## config.mk

```make
export PLATFORM = sky130hd
export DESIGN_NAME = mult_share_arbiter
export DESIGN_NICKNAME = d
export VERILOG_FILES = /design/src/rtl/mult_share_arbiter.sv
export SDC_FILE = /design/constraint.sdc
export NUM_CORES = 1
export LEC_CHECK = 0
export ABC_AREA = 0
export CORE_ASPECT_RATIO = 0.8
export CORE_MARGIN = 2
export CORE_UTILIZATION = 40
export CTS_CLUSTER_DIAMETER = 60
export CTS_CLUSTER_SIZE = 12
export DETAILED_ROUTE_END_ITERATION = 16
export GPL_ROUTABILITY_DRIVEN = 1
export PLACE_DENSITY = 0.88
export SLEW_MARGIN = 20
export SYNTH_ARGS = -nofsm -noshare
export SYNTH_HDL_FRONTEND = slang
export SYNTH_SLANG_ARGS = --single-unit
```

## constraint.sdc

```tcl
create_clock -name clk -period 4.8 [get_ports clk]
set_clock_uncertainty 0.2 [all_clocks]
set_input_delay 0.48 -clock clk [delete_from_list [all_inputs] [get_ports clk]]
set_output_delay 0.48 -clock clk [all_outputs]
set_load 0.005 [all_outputs]
```

## src/rtl/mult_share_arbiter.sv

```systemverilog
// Round-robin front end that time-shares one external combinational W x W multiplier
// among NREQ requesters. Each accepted request returns one ID-tagged product on the response port.
module mult_share_arbiter #(
  parameter int NREQ = 4,
  parameter int W    = 4,
  parameter int IDW  = $clog2(NREQ)
) (
  input  logic                clk,
  input  logic                rst_n,
  input  logic [NREQ-1:0]     req_valid,
  output logic [NREQ-1:0]     req_ready,
  input  logic [NREQ*W-1:0]   req_a,
  input  logic [NREQ*W-1:0]   req_b,
  output logic [W-1:0]        mul_a,
  output logic [W-1:0]        mul_b,
  input  logic [2*W-1:0]      mul_p,
  output logic                rsp_valid,
  input  logic                rsp_ready,
  output logic [2*W-1:0]      rsp_p,
  output logic [IDW-1:0]      rsp_id,
  output logic                busy,
  output logic [7:0]          ops_done
);

  typedef enum logic [1:0] {
    IDLE = 2'd0,
    CALC = 2'd1,
    RESP = 2'd2
  } state_t;

  state_t         state;
  state_t         state_nxt;
  logic [IDW-1:0] ptr;
  logic [IDW-1:0] id;
  logic [IDW-1:0] grant;
  logic           any_valid;
  logic           can_accept;
  logic           accept;

  logic [W-1:0] a_arr [NREQ];
  logic [W-1:0] b_arr [NREQ];

  for (genvar i = 0; i < NREQ; i++) begin : g_unpack
    assign a_arr[i] = req_a[i*W +: W];
    assign b_arr[i] = req_b[i*W +: W];
  end

  // First valid requester at or after ptr, wrapping modulo NREQ.
  always_comb begin
    int idx;
    // NOTE: every variable gets a default before any conditional write so no latch is inferred.
    any_valid = 1'b0;
    grant     = '0;
    idx       = 0;
    for (int k = 0; k < NREQ; k++) begin
      idx = int'(ptr) + k;
      if (idx >= NREQ) idx = idx - NREQ;
      if (!any_valid && req_valid[IDW'(idx)]) begin
        any_valid = 1'b1;
        grant     = IDW'(idx);
      end
    end
  end

  // State register.
  always_ff @(posedge clk) begin
    // NOTE: sequential state uses non-blocking assignments so every register sees pre-edge values.
    if (!rst_n) state <= IDLE;
    else        state <= state_nxt;
  end

  // Next-state logic.
  always_comb begin
    state_nxt = state;
    case (state)
      IDLE:    state_nxt = accept ? CALC : IDLE;
      CALC:    state_nxt = RESP;
      RESP:    if (rsp_ready) state_nxt = accept ? CALC : IDLE;
      default: state_nxt = IDLE;
    endcase
  end

  // Output logic: a new op may start when idle, or when the held result is being taken.
  always_comb begin
    can_accept = (state == IDLE) || ((state == RESP) && rsp_ready);
    accept     = can_accept && any_valid;
    busy       = (state != IDLE);
    req_ready  = '0;
    if (accept) req_ready[grant] = 1'b1;
  end

  // Datapath: operand capture, product capture, response handshake, completion count.
  always_ff @(posedge clk) begin
    // NOTE: datapath registers are reset too, since every output must read zero out of reset.
    if (!rst_n) begin
      ptr       <= '0;
      id        <= '0;
      mul_a     <= '0;
      mul_b     <= '0;
      rsp_valid <= 1'b0;
      rsp_p     <= '0;
      rsp_id    <= '0;
      ops_done  <= '0;
    end else begin
      if (accept) begin
        mul_a <= a_arr[grant];
        mul_b <= b_arr[grant];
        id    <= grant;
        ptr   <= (grant == IDW'(NREQ-1)) ? '0 : grant + 1'b1;
      end
      if (state == CALC) begin
        rsp_p     <= mul_p;
        rsp_id    <= id;
        rsp_valid <= 1'b1;
      end
      if ((state == RESP) && rsp_ready) begin
        rsp_valid <= 1'b0;
        ops_done  <= ops_done + 8'd1;
      end
    end
  end

endmodule
```

; ---- Yosys cells after proc, flatten, opt, wreduce, memory -nomap -nowiden
; Cells that the tools add are included.
[totals]
register_bits = 33
latchBits = 0
ram_bits = 0
mem_bits_ro = 0
in_bits = 47
output_inout_bits = 32
elab_cells = 85
n_memories = 0
[op_classes]
add_sub_neg = 9
multipliers = 0
n_div = 0
magnitude_cmp = 11
eq_ne = 4
n_shift = 0
muxes = 37
bitwise = 2
n_reduce_logical = 13
[ops]
columns = cell, count
row1 = $mux W2, 10
row2 = $mux W4, 5
row3 = $bmux W4 S2, 2
row4 = $lt A2 B4 Y1 const B, 4
row5 = $mux W1, 14
row6 = $ge A3 B3 Y1 const B, 4
row7 = $add A8 B1 Y8 const B, 1
row8 = $bmux W1 S2, 4
row9 = $sub A2 B1 Y2 const B, 4
row10 = $add A2 B2 Y3 const B, 2
row11 = $logic_and A1 B1 Y1, 6
row12 = $pmux W2 S3, 1
row13 = $eq A2 B2 Y1 const B, 2
row14 = $add A2 B1 Y3 const B, 1
row15 = $ge A2 B3 Y1 const B, 1
row16 = $logic_not A1 Y1, 3
row17 = $lt A2 B3 Y1 const B, 1
row18 = $not A2 Y3, 1
row19 = $add A2 B1 Y2 const B, 1
row20 = $demux W1 S2, 1
row21 = $eq A2 B1 Y1 const B, 1
row22 = $ge A2 B1 Y1 const B, 1
row23 = $logic_not A2 Y1, 1
row24 = $ne A2 B2 Y1 const B, 1
row25 = 4 further kinds, 4

; ---- Depth between registers and ports, before layout
[logic_depth]
ltp_word = 20
mapped_depth = 7
ltp_nobuf = 7

; ---- Worst setup path before layout
; Ideal clock, no wire load.
[synth_timing]
path_type = input-to-output
from = in rsp_ready
to = out req_ready[1]
t_arrival_ps = 1471
required_time_ps = 4120
setup_slack_ps = 2649
cell_stages = 6
n_path_buf = 1
path_cell_list = and3b_1 buf_6 nor2_2 or2_4 or3_4 nor2_1
[synth_via]
elab_chain_len = 4
[synth_rtl]
columns = element, line_no
row1 = start: declaration, 18  ; input logic rsp_ready,
row2 = $logic_and A1 B1 Y1, 85  ; can_accept = (state == IDLE) || ((state == RESP) && rsp_ready);
row3 = $logic_or A1 B1 Y1, 85
row4 = $logic_and A1 B1 Y1, 86  ; accept = can_accept && any_valid;
row5 = $mux W4, 89  ; if (accept) req_ready[grant] = 1'b1;
row6 = end: declaration, 11  ; output logic [NREQ-1:0] req_ready,
; Every way passes these cells.

; ---- Final worst setup path
[layout_timing]
from = in req_valid[2]
to = out req_ready[3]
[layout_via]
elab_chain_len = 18
word_cells_on_any_way = 33
classes_between = order compare: 2 / mux: 23 / reduce/logical: 8
[layout_rtl]
columns = element, line_no
row1 = start: declaration, 10  ; input logic [NREQ-1:0] req_valid,
row2 = $bmux W1 S2, 58  ; if (!any_valid && req_valid[IDW'(idx)]) begin
row3 = $mux W1 (not written as such) (2 in a row), 58
row4 = $mux W1, 58
row5 = $logic_not A1 Y1, 58
row6 = $logic_and A1 B1 Y1, 58
row7 = $mux W1, 58
row8 = $logic_not A1 Y1, 58
row9 = $logic_and A1 B1 Y1, 58
row10 = $mux W1, 58
row11 = $logic_not A1 Y1, 58
row12 = $logic_and A1 B1 Y1, 58
row13 = $mux W2, 58
row14 = $lt A2 B3 Y1 (not written as such) / $ge A2 B1 Y1 (equally long branches), 89
row15 = $logic_and A1 B1 Y1 (not written as such), 89
row16 = $mux W1 (not written as such), 89
row17 = $demux W1 S2, 89
row18 = $mux W4 *, 89
; Mark *: on every way between the ends. The rest lies on a longest branch, timed or not. The select of a mux whose other input is x is not followed.

==> summary.md <==
The leakage power of the design was 0.9252 nW. Counting every net in the synthesized netlist gives 225. Cell internal power was estimated by the tool at 0.5208 mW. The maximum clock frequency was 0.2941 GHz. In this run the worst path has a maximum fanout of 17. The initial standard-cell utilization of the core came out at 0.4143. Counting the fill cells in the layout gives 314. The setup slack on the worst flop-to-flop path came out at 2.65 ns.

TritonCTS built the clock tree. The signal on the critical path passes through clkdlybuf4s50_1 > mux2i_1 > o2bb2ai_2 > nor2_4 > ha_1 > and2_1 > clkdlybuf4s50_1. The finished cells cover 2424 um2. The run gives 0 as the total setup violations reported at the end of the flow. The cell with the largest stage delay on the worst path was sky130_fd_sc_hd__nor2_4. The initial antenna violation count was 0. The critical path data arrival time is 2.72 ns, and the post-CTS setup buffer count is 0. Sort of element at the end of the critical path: an output port. The number of gates resized after CTS was 0. The startpoint type of the worst setup path is an input port. The number of sinks handled by clock tree synthesis was 33. The count of nets left with antenna violations once routing finished came out at 0.

The vertical die dimension was 59.77 um. Measured slew at the worst slew-check pin: 0.6970 ns. The number of antenna diodes in the final layout is 0. TritonCTS created 5 clock buffers. The run gives 20 as the number of standard-cell rows in the floorplan. Setup repair after global routing left no endpoint under its margin.

The HPWL after detailed placement was 3136 um; the cell area after placement was 2341 um2. The routed design could run at a clock period as short as 3.400 ns. The run gives 34 as the number of unique standard cell types used by synthesis. The clock edge transition at the registers on the reported setup and hold paths is 0.07 ns. The end of the worst register-to-register path is ptr[1].

For the worst setup path, the data required time is 4.12 ns. The H-tree depth came out at 2. The number of hold buffers added after CTS was 0. The synthesized design contains 0 enable-type register cells. The floorplan step defined a core boundary enclosing 3754 um2. The clock power share came out at 0.277. The global-route wire length before repair is 6720 um. The synthesized flop and latch total came out at 33. Measured along the x axis, the die boundary spans 73.72 um. The capture endpoint of the worst hold path was rsp_p[5]. Entering global routing, the biggest net connects 24 pins. In the layout the commonest cells are sky130_fd_sc_hd__clkdlybuf4s50_1, sky130_fd_sc_hd__dfxtp_1, sky130_fd_sc_hd__nand2_1, sky130_fd_sc_hd__a21oi_1, sky130_fd_sc_hd__mux2i_1. The tool flagged a number of max-cap violations equal to 0. The path class of the tightest hold or removal check is reg -> reg.

Yosys warning count: 0. In this run the clock root is driven by a sky130_fd_sc_hd__clkbuf_8. The clock passes through at most 2 buffers. Switching component of the power: 0.2101 mW. The first detailed-routing pass took 4 iterations.

The logs give 0 for the number of failing hold endpoints at the final stage and 1555 um2 for the post-synth design cell area. The predominant post-synthesis flop cell was sky130_fd_sc_hd__dfxtp_1. The switching portion of total power is 0.2874.

In the routed design, unresolved DRC markers number 0. The die covers 4406 um2. The instance count after placement with tap cells included came out at 290. For this block, the routed nets add up to 4225 um of wire.

The proportion of register bits with asynchronous set or reset after synthesis was 0. Power spread over the standard cell area amounts to 301.6 nW/um2. The via count of the first global-routing pass came out at 1484. The register share of total power came out at 0.435. The run gives 0.289 as the combinational cell fraction of total power. The library cell appearing most often on the critical path was sky130_fd_sc_hd__clkdlybuf4s50_1.

For the worst-skew pair, the clock arrives at the later sink with an insertion delay of 0.28 ns. Worst slew margin relative to its limit: 0.5348. After the flow finishes, the layout carries non-filler instances totaling 298. The final worst-path cycle share came out at 0.7083.

The source of the worst hold timing path was rsp_p[5]. The routed layout has 1537 vias. The run gives 58 as the violation count after the first detailed-routing iteration. The worst-case IR drop observed on VDD is 0.0001831 V. The maximum cell stage delay along the critical path works out to 0.53 ns. The launch instance of the worst register-to-register path was ptr[1].

For this run, the post-layout net count is 302. The critical path is of the in -> out type. The layout cell share with drive strength beyond 1 was 0.05512. Counting cells, the worst reg-to-reg path comes to 6. The library cell used most frequently in the layout, excluding fill and tap cells, is sky130_fd_sc_hd__clkdlybuf4s50_1. The global placement routability congestion was 0.8042. The overall overflow remaining after global route came out at 0.

For the final routed database, the setup TNS stands at 0 ns. The flow ran to the end, and the final reports show no timing, DRC or antenna violations. Pin placement for this block handled 79 I/O pins. The instance count along the most critical hold path is 2. The worst hold slack across all endpoints was 0.2568 ns; the part of the Yosys area used for sequential elements was 0.4248. The synthesized area per cell was 8.837 um2; the number of instances in the synthesized netlist was 176. The run gives 0.1972 as the overall track demand over capacity in global routing.

The number of slew-limit violations in the final report is 0, and the wire length per cell after detailed routing is 14.18 um. Compared with the post-synthesis result, the final layout area differs by 55.83%. In the routed layout, each cell is associated on average with a via count of 5.158. During placement, the flow inserted port buffers numbering 78.
-- cells by family (layout without fill, tap and decap cells) --
kind of cell | after synthesis | in the layout | share of synthesized area
AOI/OAI and AO/OA | 32 | 32 | 0.1336
xor gates and xnor gates | 7 | 7 | 0.03942
adders and majority gates | 2 | 2 | 0.01609
buffers and inverters | 13 | 91 | 0.04424
DFF | 33 | 33 | 0.4248
muxes | 18 | 18 | 0.1158
and+or+nand+nor | 71 | 71 | 0.2261
-- critical path: cells and delay by family --
kind	cells	cell delay (ns)
adders and majority gates	1	0.26
buffers and inverters	2	1.01
muxes	1	0.21
and+or+nand+nor	2	0.65
AOI/OAI and AO/OA	1	0.12
-- stage by stage --
| stage | worst slack (ns) | utilization | power [mW] |
|---|---|---|---|
| 5_1_grt | 1.302 | 0.6457 | 0.7658 |
| 2_1_floorplan | 2.649 | - | 0.4277 |
| 4_1_cts | 1.395 | 0.6457 | 0.7324 |
| 6_report | 1.400 | 0.6457 | 0.7309 |
| 3_5_place_dp | 1.405 | 0.6237 | 0.5341 |
| 3_3_place_gp | 1.497 | 0.6237 | 0.5284 |
-- worst max path at each step --
stage,endpoint,depth (start not counted),from
global placement,req_ready[3],7,req_valid[2]
finish,req_ready[3],7,req_valid[2]
CTS,req_ready[3],7,req_valid[2]
global route,req_ready[3],7,req_valid[2]
detailed placement,req_ready[3],7,req_valid[2]
floorplan,req_ready[1],6,rsp_ready
-- routing by layer --
metal  routed length, um  track usage  vias up  part of all wire
li1                    -            -      770                 -
met1                1898       0.2554      710              0.45
met2                2000       0.3061       51              0.47
met3                 277      0.06577        6             0.066
met4                  49      0.07273        0             0.012
met5                   0            0        -                 0
-- synthesized netlist by cell type (5+ instances only) --
| library cell | count | area (um2) |
|---|---|---|
| sky130_fd_sc_hd__o221ai_1 | 8 | 70.07 |
| sky130_fd_sc_hd__a21oi_1 | 18 | 90.09 |
| sky130_fd_sc_hd__inv_1 | 5 | 18.77 |
| sky130_fd_sc_hd__mux2i_1 | 18 | 180.2 |
| sky130_fd_sc_hd__dfxtp_1 | 33 | 660.6 |
| sky130_fd_sc_hd__nand3_1 | 10 | 50.05 |
| sky130_fd_sc_hd__nand2_1 | 28 | 105.1 |
| sky130_fd_sc_hd__nor2_1 | 15 | 56.30 |
| sky130_fd_sc_hd__clkbuf_1 | 5 | 18.77 |
| sky130_fd_sc_hd__xor2_1 | 5 | 43.79 |
-- power groups by stage --
stage | Sequential [mW] | Combinational [mW] | Clock [mW]
after floorplan | 0.322 | 0.106 | 0
after global placement | 0.322 | 0.206 | 0
after detailed placement | 0.323 | 0.211 | 0
after CTS | 0.317 | 0.213 | 0.202
after global routing | 0.321 | 0.229 | 0.216
final | 0.318 | 0.211 | 0.202
-- layout make-up --
cell class / count / area [um2] / share of cell area
Clock buffer: 6 / 72.57 / 0.02994
Clock inverter: 2 / 10.01 / 0.004130
Tap cell: 44 / 55.05 / 0.02272
Multi-Input combinational cell: 130 / 825.8 / 0.3407
Inverter: 5 / 18.77 / 0.007744
Timing Repair Buffer: 78 / 780.7 / 0.3221
Sequential cell: 33 / 660.6 / 0.2726
-- sequential cells by signal (all words and copies together) (netlist names) --
name and count:
ops_done 8, rsp_p 8, mul_a 4, mul_b 4, id 2, ptr 2
rsp_id 2, state 2, rsp_valid 1
Note: power is estimated with default switching activity, not from simulation.
